## src/rtl/btn_conditioner.sv

```systemverilog
// -----------------------------------------------------------------------------
// btn_conditioner
//
// Front end for the game's three push-buttons. The raw active-low pins are
// synchronised into the clock domain, each one is debounced on its own, and a
// single arbitration FSM turns debounced rising edges into one-cycle press
// events carrying a 2-bit button code. Presses that overlap or arrive together
// are rejected and flagged, so the game never sees an ambiguous choice.
//
// Optional feature (macro BTN_AUTOREPEAT_EN): while exactly one button is held
// without any conflict since the hold began, press_valid is re-emitted every
// REPEAT_CYCLES cycles. With the macro undefined, each accepted press gives
// exactly one press_valid however long the button stays down.
//
// Parameters:
//   DEBOUNCE_CYCLES - cycles a changed input must persist before acceptance (>= 2)
//   REPEAT_CYCLES   - auto-repeat period, only used with BTN_AUTOREPEAT_EN (>= 2)
//
// Ports:
//   clock       - system clock, rising edge
//   reset       - synchronous, active-low
//   btn_n       - raw button pins, active-low, asynchronous to clock
//   btn_level   - debounced button state, active-high
//   press_valid - one-cycle pulse for an accepted press
//   press_code  - index (0..2) of the accepted button, holds between presses
//   multi_press - one-cycle pulse when a press is rejected due to a conflict
// -----------------------------------------------------------------------------
module btn_conditioner #(
   parameter int DEBOUNCE_CYCLES = 50000,
   parameter int REPEAT_CYCLES   = 25000000
) (
   input  logic       clock,
   input  logic       reset,
   input  logic [2:0] btn_n,
   output logic [2:0] btn_level,
   output logic       press_valid,
   output logic [1:0] press_code,
   output logic       multi_press
);

   localparam int CW = (DEBOUNCE_CYCLES > 1) ? $clog2(DEBOUNCE_CYCLES) : 1;
   localparam logic [CW-1:0] DEB_MAX = CW'(DEBOUNCE_CYCLES - 1);

   // Catch nonsensical parameter values when the design is elaborated.
   if (DEBOUNCE_CYCLES < 2 || REPEAT_CYCLES < 2) begin : gBadParams
      $error("btn_conditioner: DEBOUNCE_CYCLES and REPEAT_CYCLES must be >= 2");
   end

   typedef enum logic {
      IDLE,
      HELD
   } state_t;

   logic [2:0]    sync1_q, sync2_q;
   logic [2:0]    deb_q, deb_d;
   logic [2:0]    debPrev_q;
   logic [CW-1:0] cnt_q [3];
   logic [CW-1:0] cnt_d [3];
   logic [2:0]    rise;
   logic          singleRise;

   state_t        state_q, state_d;
   logic          pressValid_q, pressValid_d;
   logic          multiPress_q, multiPress_d;
   logic [1:0]    pressCode_q, pressCode_d;

`ifdef BTN_AUTOREPEAT_EN
   localparam int RW = (REPEAT_CYCLES > 1) ? $clog2(REPEAT_CYCLES) : 1;
   localparam logic [RW-1:0] REP_MAX = RW'(REPEAT_CYCLES - 1);

   logic [RW-1:0] rep_q, rep_d;
   logic          conflict_q, conflict_d;
   logic          oneHeld;

   assign oneHeld = (deb_q == 3'b001) || (deb_q == 3'b010) || (deb_q == 3'b100);
`endif

   // Lowest set bit wins; callers only pass one-hot vectors.
   function automatic logic [1:0] encode(input logic [2:0] v);
      encode = v[0] ? 2'd0 : (v[1] ? 2'd1 : 2'd2);
   endfunction

   // Two-stage synchroniser on the inverted pins so everything downstream
   // works with active-high "pressed" bits.
   always_ff @(posedge clock) begin
      if (!reset) begin
         sync1_q <= 3'b000;
         sync2_q <= 3'b000;
      end else begin
         sync1_q <= ~btn_n;
         sync2_q <= sync1_q;
      end
   end

   // Per-button debounce: the counter measures how long sync2 has disagreed
   // with the accepted level and restarts whenever they agree again. Reaching
   // the last count flips the level and restarts the counter, so it can never
   // wrap around.
   always_comb begin
      deb_d = deb_q;
      for (int i = 0; i < 3; i++) begin
         cnt_d[i] = '0;
         if (sync2_q[i] != deb_q[i]) begin
            if (cnt_q[i] == DEB_MAX) begin
               deb_d[i] = sync2_q[i];
            end else begin
               cnt_d[i] = cnt_q[i] + 1'b1;
            end
         end
      end
   end

   // Debounced level, its one-cycle-old copy for edge detection, and counters.
   always_ff @(posedge clock) begin
      if (!reset) begin
         deb_q     <= 3'b000;
         debPrev_q <= 3'b000;
         for (int i = 0; i < 3; i++) begin
            cnt_q[i] <= '0;
         end
      end else begin
         deb_q     <= deb_d;
         debPrev_q <= deb_q;
         for (int i = 0; i < 3; i++) begin
            cnt_q[i] <= cnt_d[i];
         end
      end
   end

   assign rise       = deb_q & ~debPrev_q;
   assign singleRise = (rise == 3'b001) || (rise == 3'b010) || (rise == 3'b100);

   // Arbitration: a lone rising edge from IDLE is a valid press; several at
   // once, or any new rise while something is already held, is a conflict.
   // The FSM only returns to IDLE once every button has been released, and
   // releases themselves never produce events.
   always_comb begin
      state_d      = state_q;
      pressValid_d = 1'b0;
      multiPress_d = 1'b0;
      pressCode_d  = pressCode_q;
`ifdef BTN_AUTOREPEAT_EN
      rep_d        = '0;
      conflict_d   = conflict_q;
`endif
      case (state_q)
         IDLE: begin
            if (rise != 3'b000) begin
               state_d = HELD;
               if (singleRise) begin
                  pressValid_d = 1'b1;
                  pressCode_d  = encode(rise);
               end else begin
                  multiPress_d = 1'b1;
               end
`ifdef BTN_AUTOREPEAT_EN
               conflict_d = !singleRise;
`endif
            end
         end
         HELD: begin
            if (rise != 3'b000) begin
               multiPress_d = 1'b1;
`ifdef BTN_AUTOREPEAT_EN
               conflict_d   = 1'b1;
`endif
            end else if (deb_q == 3'b000) begin
               state_d = IDLE;
`ifdef BTN_AUTOREPEAT_EN
               conflict_d = 1'b0;
`endif
            end
`ifdef BTN_AUTOREPEAT_EN
            else if (!conflict_q && oneHeld) begin
               // Clean single hold: re-emit the press once per period.
               if (rep_q == REP_MAX) begin
                  pressValid_d = 1'b1;
                  pressCode_d  = encode(deb_q);
               end else begin
                  rep_d = rep_q + 1'b1;
               end
            end
`endif
         end
         default: state_d = IDLE;
      endcase
   end

   // FSM state and registered event outputs.
   always_ff @(posedge clock) begin
      if (!reset) begin
         state_q      <= IDLE;
         pressValid_q <= 1'b0;
         multiPress_q <= 1'b0;
         pressCode_q  <= 2'b00;
`ifdef BTN_AUTOREPEAT_EN
         rep_q        <= '0;
         conflict_q   <= 1'b0;
`endif
      end else begin
         state_q      <= state_d;
         pressValid_q <= pressValid_d;
         multiPress_q <= multiPress_d;
         pressCode_q  <= pressCode_d;
`ifdef BTN_AUTOREPEAT_EN
         rep_q        <= rep_d;
         conflict_q   <= conflict_d;
`endif
      end
   end

   assign btn_level   = deb_q;
   assign press_valid = pressValid_q;
   assign press_code  = pressCode_q;
   assign multi_press = multiPress_q;

endmodule

```

## config.mk

```make
export PLATFORM = sky130hd
export DESIGN_NAME = btn_conditioner
export DESIGN_NICKNAME = d
export VERILOG_FILES = /design/src/rtl/btn_conditioner.sv
export SDC_FILE = /design/constraint.sdc
export NUM_CORES = 1
export LEC_CHECK = 0
export BUFFER_PORTS_ARGS = -buffer_cell sky130_fd_sc_hd__buf_2
export CELL_PAD_IN_SITES_DETAIL_PLACEMENT = 0
export CELL_PAD_IN_SITES_GLOBAL_PLACEMENT = 1
export CORE_MARGIN = 2
export CORE_UTILIZATION = 46
export CTS_CLUSTER_DIAMETER = 120
export DETAILED_ROUTE_END_ITERATION = 10
export GPL_TIMING_DRIVEN = 1
export PLACE_DENSITY = 0.89
export RECOVER_POWER = 100
export SYNTH_ARGS = -nofsm -noshare
export SYNTH_HDL_FRONTEND = slang
export SYNTH_SLANG_ARGS = --single-unit
```

## constraint.sdc

```tcl
create_clock -name clock -period 2.1 [get_ports clock]
set_clock_uncertainty 0.05 [all_clocks]
set_input_delay 0 -clock clock [delete_from_list [all_inputs] [get_ports clock]]
set_output_delay 0 -clock clock [all_outputs]
set_load 0.01 [all_outputs]
```

=== After elaboration in Yosys (flattened, before gate mapping) ===
Memories as Yosys holds them, arrays and structs flattened.
Cells that the tools add are included.

* Add/sub/neg operators: 3
* Equality and inequality tests: 9
* Multiplexer cells: 21
* Bitwise gates (word level): 9
* Reductions and logical operators: 9

{| class="wikitable"
|+ Operators by type and width
! kind !! count
|-
| $mux 16 || 9
|-
| $add 16x1->16 const B || 3
|-
| $eq 16x16->1 const B || 3
|-
| $mux 1 || 8
|-
| $not 3->3 || 2
|-
| $reduce_and 2->1 || 3
|-
| $mux 2 || 2
|-
| $pmux 1 s2 || 2
|-
| $and 3x3->3 || 1
|-
| $eq 3x1->1 const B || 1
|-
| $eq 3x2->1 const B || 1
|-
| $eq 3x3->1 const B || 1
|-
| $logic_not 3->1 || 1
|-
| $ne 1x1->1 || 3
|-
| $not 1->1 || 3
|-
| $or 1x1->1 || 3
|-
| $reduce_and 3->1 || 1
|-
| $reduce_bool 3->1 || 1
|-
| $reduce_or 3->1 || 1
|-
| $logic_or 1x1->1 || 2
|}

* Bits in registers: 17
* Memory bits (writable): 48
* Word-level logic and storage cells: 62
* Memories: 1

{| class="wikitable"
|+ Memory list
! memory !! depth !! width !! read ports !! clocked after memory_dff !! write ports !! RTL line !! RTL
|-
| cnt_q || 3 || 16 || 3 || 0 || 3 || 57 || <nowiki>logic [CW-1:0] cnt_q [3];</nowiki>
|}

=== Longest topological paths before layout ===
* Depth after elaboration: 8
* Depth in mapped cells: 6
* Mapped depth without buffers: 5

=== Worst setup path before layout ===
No wires, ideal clock.

* Path kind: register -> register
* Start: mem cnt_q[0][37] in the netlist's numbering
* End: mem cnt_q[0][36] in the netlist's numbering
* Library setup time: 0.115 ns
* Data arrival time: 1.660 ns
* Data required time: 1.935 ns
* Setup slack: 0.275 ns
* Stages on the path, launching flop included: 6
* Path buffers: 1
* Path through: dfxtp_1 or4_1 or4_4 nand3_4 buf_8 nor2_1

{| class="wikitable"
|+ RTL lines
! element !! RTL line
|-
| start, declared || 57
|}

==> impl_metrics.csv <==
group,metric,value,unit
logic_synthesis,yosysUniqueCellTypes,38,
logic_synthesis,synthCells,305,
pwr,p_leak,0.9825,nW
clock_network,cts_made_buffers,9,
placed_design,dpl_worst_slack,0.2218,ns
logic_synthesis,avgSynthCellArea,9.009,sq um
sta,slew_viol_final,0,
cells_and_area,area_delta_synth_final,13.66,%
pwr,sw_frac_of_total,20.28,%
clock_network,cts_hold_buf,3,
routing,drt_iter0_drc,57,
setup_path,slowest_stage,"or4_4",
floorplan,chipWidth,81.29,um
clock_network,clockRootBuffer,"clkbuf_8",
sta,hold_slack,0.02781,ns
logic_synthesis,syn_area,0.002748,sq mm
pwr,p_per_area,797.9,mW/mm^2
logic_synthesis,synth_nets,313,
setup_path,crit_path_end_kind,"flop",
routing,wl_per_cell,11.94,um
logic_synthesis,synth_edf_count,0,
clock_network,clk_latency,0.34,ns
pwr,sequentialPowerShare,49.9,%
cells_and_area,layout-drive-gt1-share,7.879,%
logic_synthesis,yosysMostFrequentCell,"dfxtp_1",
logic_synthesis,netlist.area_leader.share,47.36,%
setup_path,crit_fanout,16,
setup_path,required,2.27,ns
clock_network,max-clock-path-buffers,2,
sta,hold_viol,0,
logic_synthesis,seq_area_frac_synth,47.36,%
placed_design,dp_hpwl,2983,um
routing,vias,2037,
logic_synthesis,async_flop_share,0,%
cells_and_area,fill_cells,549,
global_route,grt_pass1_vias,1858,
sta,relSlewSlack,62.50,%
floorplan,core_area,0.005851,sq mm
pwr,p_total,2.492,mW
logic_synthesis,yosys_most_used_dff,"dfxtp_1",
sta,period_minus_slack,1.903,ns
run,maxCapViolations,0,
logic_synthesis,ys_ff_latch,65,
min_path,hold_path_class,"in -> reg",
routing,drc,0,
sta,tightestPinTransition,0.5613,ns
sta,setup-tns-final,0,ns
sta,setup_viol_count_final,0,
global_route,gr-usage-all-layers,16.40,%
floorplan,ios,12,
setup_path,crit_arrival,2.08,ns
logic_synthesis,yosysTopAreaCell,"dfxtp_1",
floorplan,dieArea,0.006607,sq mm
logic_synthesis,yosys-top-cells-count,"dfxtp_1 (65), nor2_1 (58), xnor2_1 (37)",
clock_network,cts_tree,"yes",
floorplan,die_h,81.29,um
global_route,gr-total-overflow,0,
setup_path,crit_type,"reg -> reg",
setup_path,crit_chain,"or4_1 -> or4_4 -> nand3_4 -> nor2_1",
clock_network,cts.sinks,65,
routing,firstDrtPassIters,4,
clock_network,post_cts_resized,0,
pwr,internal-power,1.986,mW
cells_and_area,fin_nets,333,
routing,totalWireLength,4834,um
clock_network,post_cts_buffers,0,
setup_path,slowest_delay,0.55,ns
routing,viasPerCell,5.030,
floorplan,rows,28,
floorplan,start_util,46.96,%
pwr,pwr-share-clk,48.9,%
placed_design,gp_congestion,0.7592,
routing,ant_nets,0,
pwr,combPwrFrac,1.3,%
sta,worst_slack,0.1967,ns
global_route,grt_pass1_wl,8217,um
logic_synthesis,synth_area_leaders,"dfxtp_1 (47%), xnor2_1 (12%), nor2_1 (7.9%)",
pwr,peakVddDrop,0.3714,mV
clock_network,cts_max_level,3,
outcome,status,"finished clean",
clock_network,cts.clk_slew.worst_paths,0.08,ns
global_route,grt_antenna_before_repair,0,
setup_path,crit_path_start_kind,"flop",
sta,fin_crit_sh,90.64,%
global_route,grt_max_degree,22,
sta,clock.fmax,0.5254,GHz
sta,rsz0062_at_grt,"false",
pwr,p_sw,0.5052,mW
logic_synthesis,ys.warnings.count,0,
placed_design,io_buffers,11,
cells_and_area,n_antenna_cell,0,
## per-stage QoR
stage / area, sq um / utilization (%) / cells
finish: 3123 / 53.38 / 405
global route: 3123 / 53.38 / 405
CTS: 3137 / 53.61 / 405
detailed placement: 2877 / 49.17 / 386
global placement: 2877 / 49.17 / 386
floorplan: 2748 / - / 305
## power by group through the flow
| stage | clock [mW] | combinational, mW | sequential (mW) |
|---|---|---|---|
| floorplan | 0 | 0.0204 | 1.27 |
| global placement | 0 | 0.0280 | 1.27 |
| detailed placement | 0 | 0.0280 | 1.27 |
| CTS | 1.25 | 0.0323 | 1.24 |
| global route | 1.31 | 0.0364 | 1.24 |
| finish | 1.22 | 0.0315 | 1.24 |
## critical path, delay by kind of cell, from the launching register on
family | cells | cell delay [ns]
AND/OR/NAND/NOR | 4 | 1.37
flip-flops | 1 | 0.36
## per-layer routing
layer / vias up / routed length [um] / GRT usage (%)
met5: - / 0 / 0
met4: 0 / 93 / 7.966
met3: 10 / 196 / 6.333
met2: 27 / 2101 / 23.44
met1: 934 / 2443 / 21.50
li1: 1066 / - / -
## registers in the layout, indices dropped and copies added, names as in the netlist
| signal | count |
|---|---|
| cnt_q | 48 |
| btn_level | 3 |
| debPrev_q | 3 |
| sync1_q | 3 |
| sync2_q | 3 |
| press_code | 2 |
| multi_press | 1 |
| press_valid | 1 |
| state_q | 1 |
## layout by cell type, fill, tap and decap left out, types with 7 or more instances in the layout
master,Yosys,final
xor2_1,9,9
clkbuf_1,6,8
dfxtp_1,65,65
nor4_1,13,13
nor2b_1,7,7
xnor2_1,37,37
nand3_1,17,17
clkbuf_8,0,11
nand4_1,11,11
nor2_1,58,58
nor3_1,15,15
nand2_1,13,13
inv_1,14,14
## area by class of cell
class / count / area [sq um] / share of cell area (%)
clock buffer: 12 / 155.1 / 4.968
clock inverter: 4 / 75.07 / 2.404
inverter: 14 / 52.55 / 1.683
multi-input combinational: 218 / 1351 / 43.27
sequential: 65 / 1301 / 41.67
tap: 75 / 93.84 / 3.005
timing repair buffer: 17 / 93.84 / 3.005
## kinds of logic (layout without fill, tap and decap cells)
family,Yosys count,in the layout,synth area share (%)
AND/OR/NAND/NOR,154,154,29.10
flip-flops,65,65,47.36
XOR/XNOR,46,46,14.66
buffers and inverters,22,47,3.460
AO/OA/AOI/OAI,13,13,3.324
adder cells (fa/ha/maj),3,3,1.366
multiplexers,2,2,0.7286
## worst paths after layout
kind                                   start      endpoint  slack [ns]  cells after the start
worst max-delay path            cnt_q[0][37]  cnt_q[0][37]        0.20                      4
worst min-delay path                   reset       state_q        0.03                      2
worst max register to register  cnt_q[0][37]  cnt_q[0][37]        0.20                      4
worst min register to register    sync1_q[0]    sync2_q[0]        0.39                      1
Power figures use the tool's default switching activity.
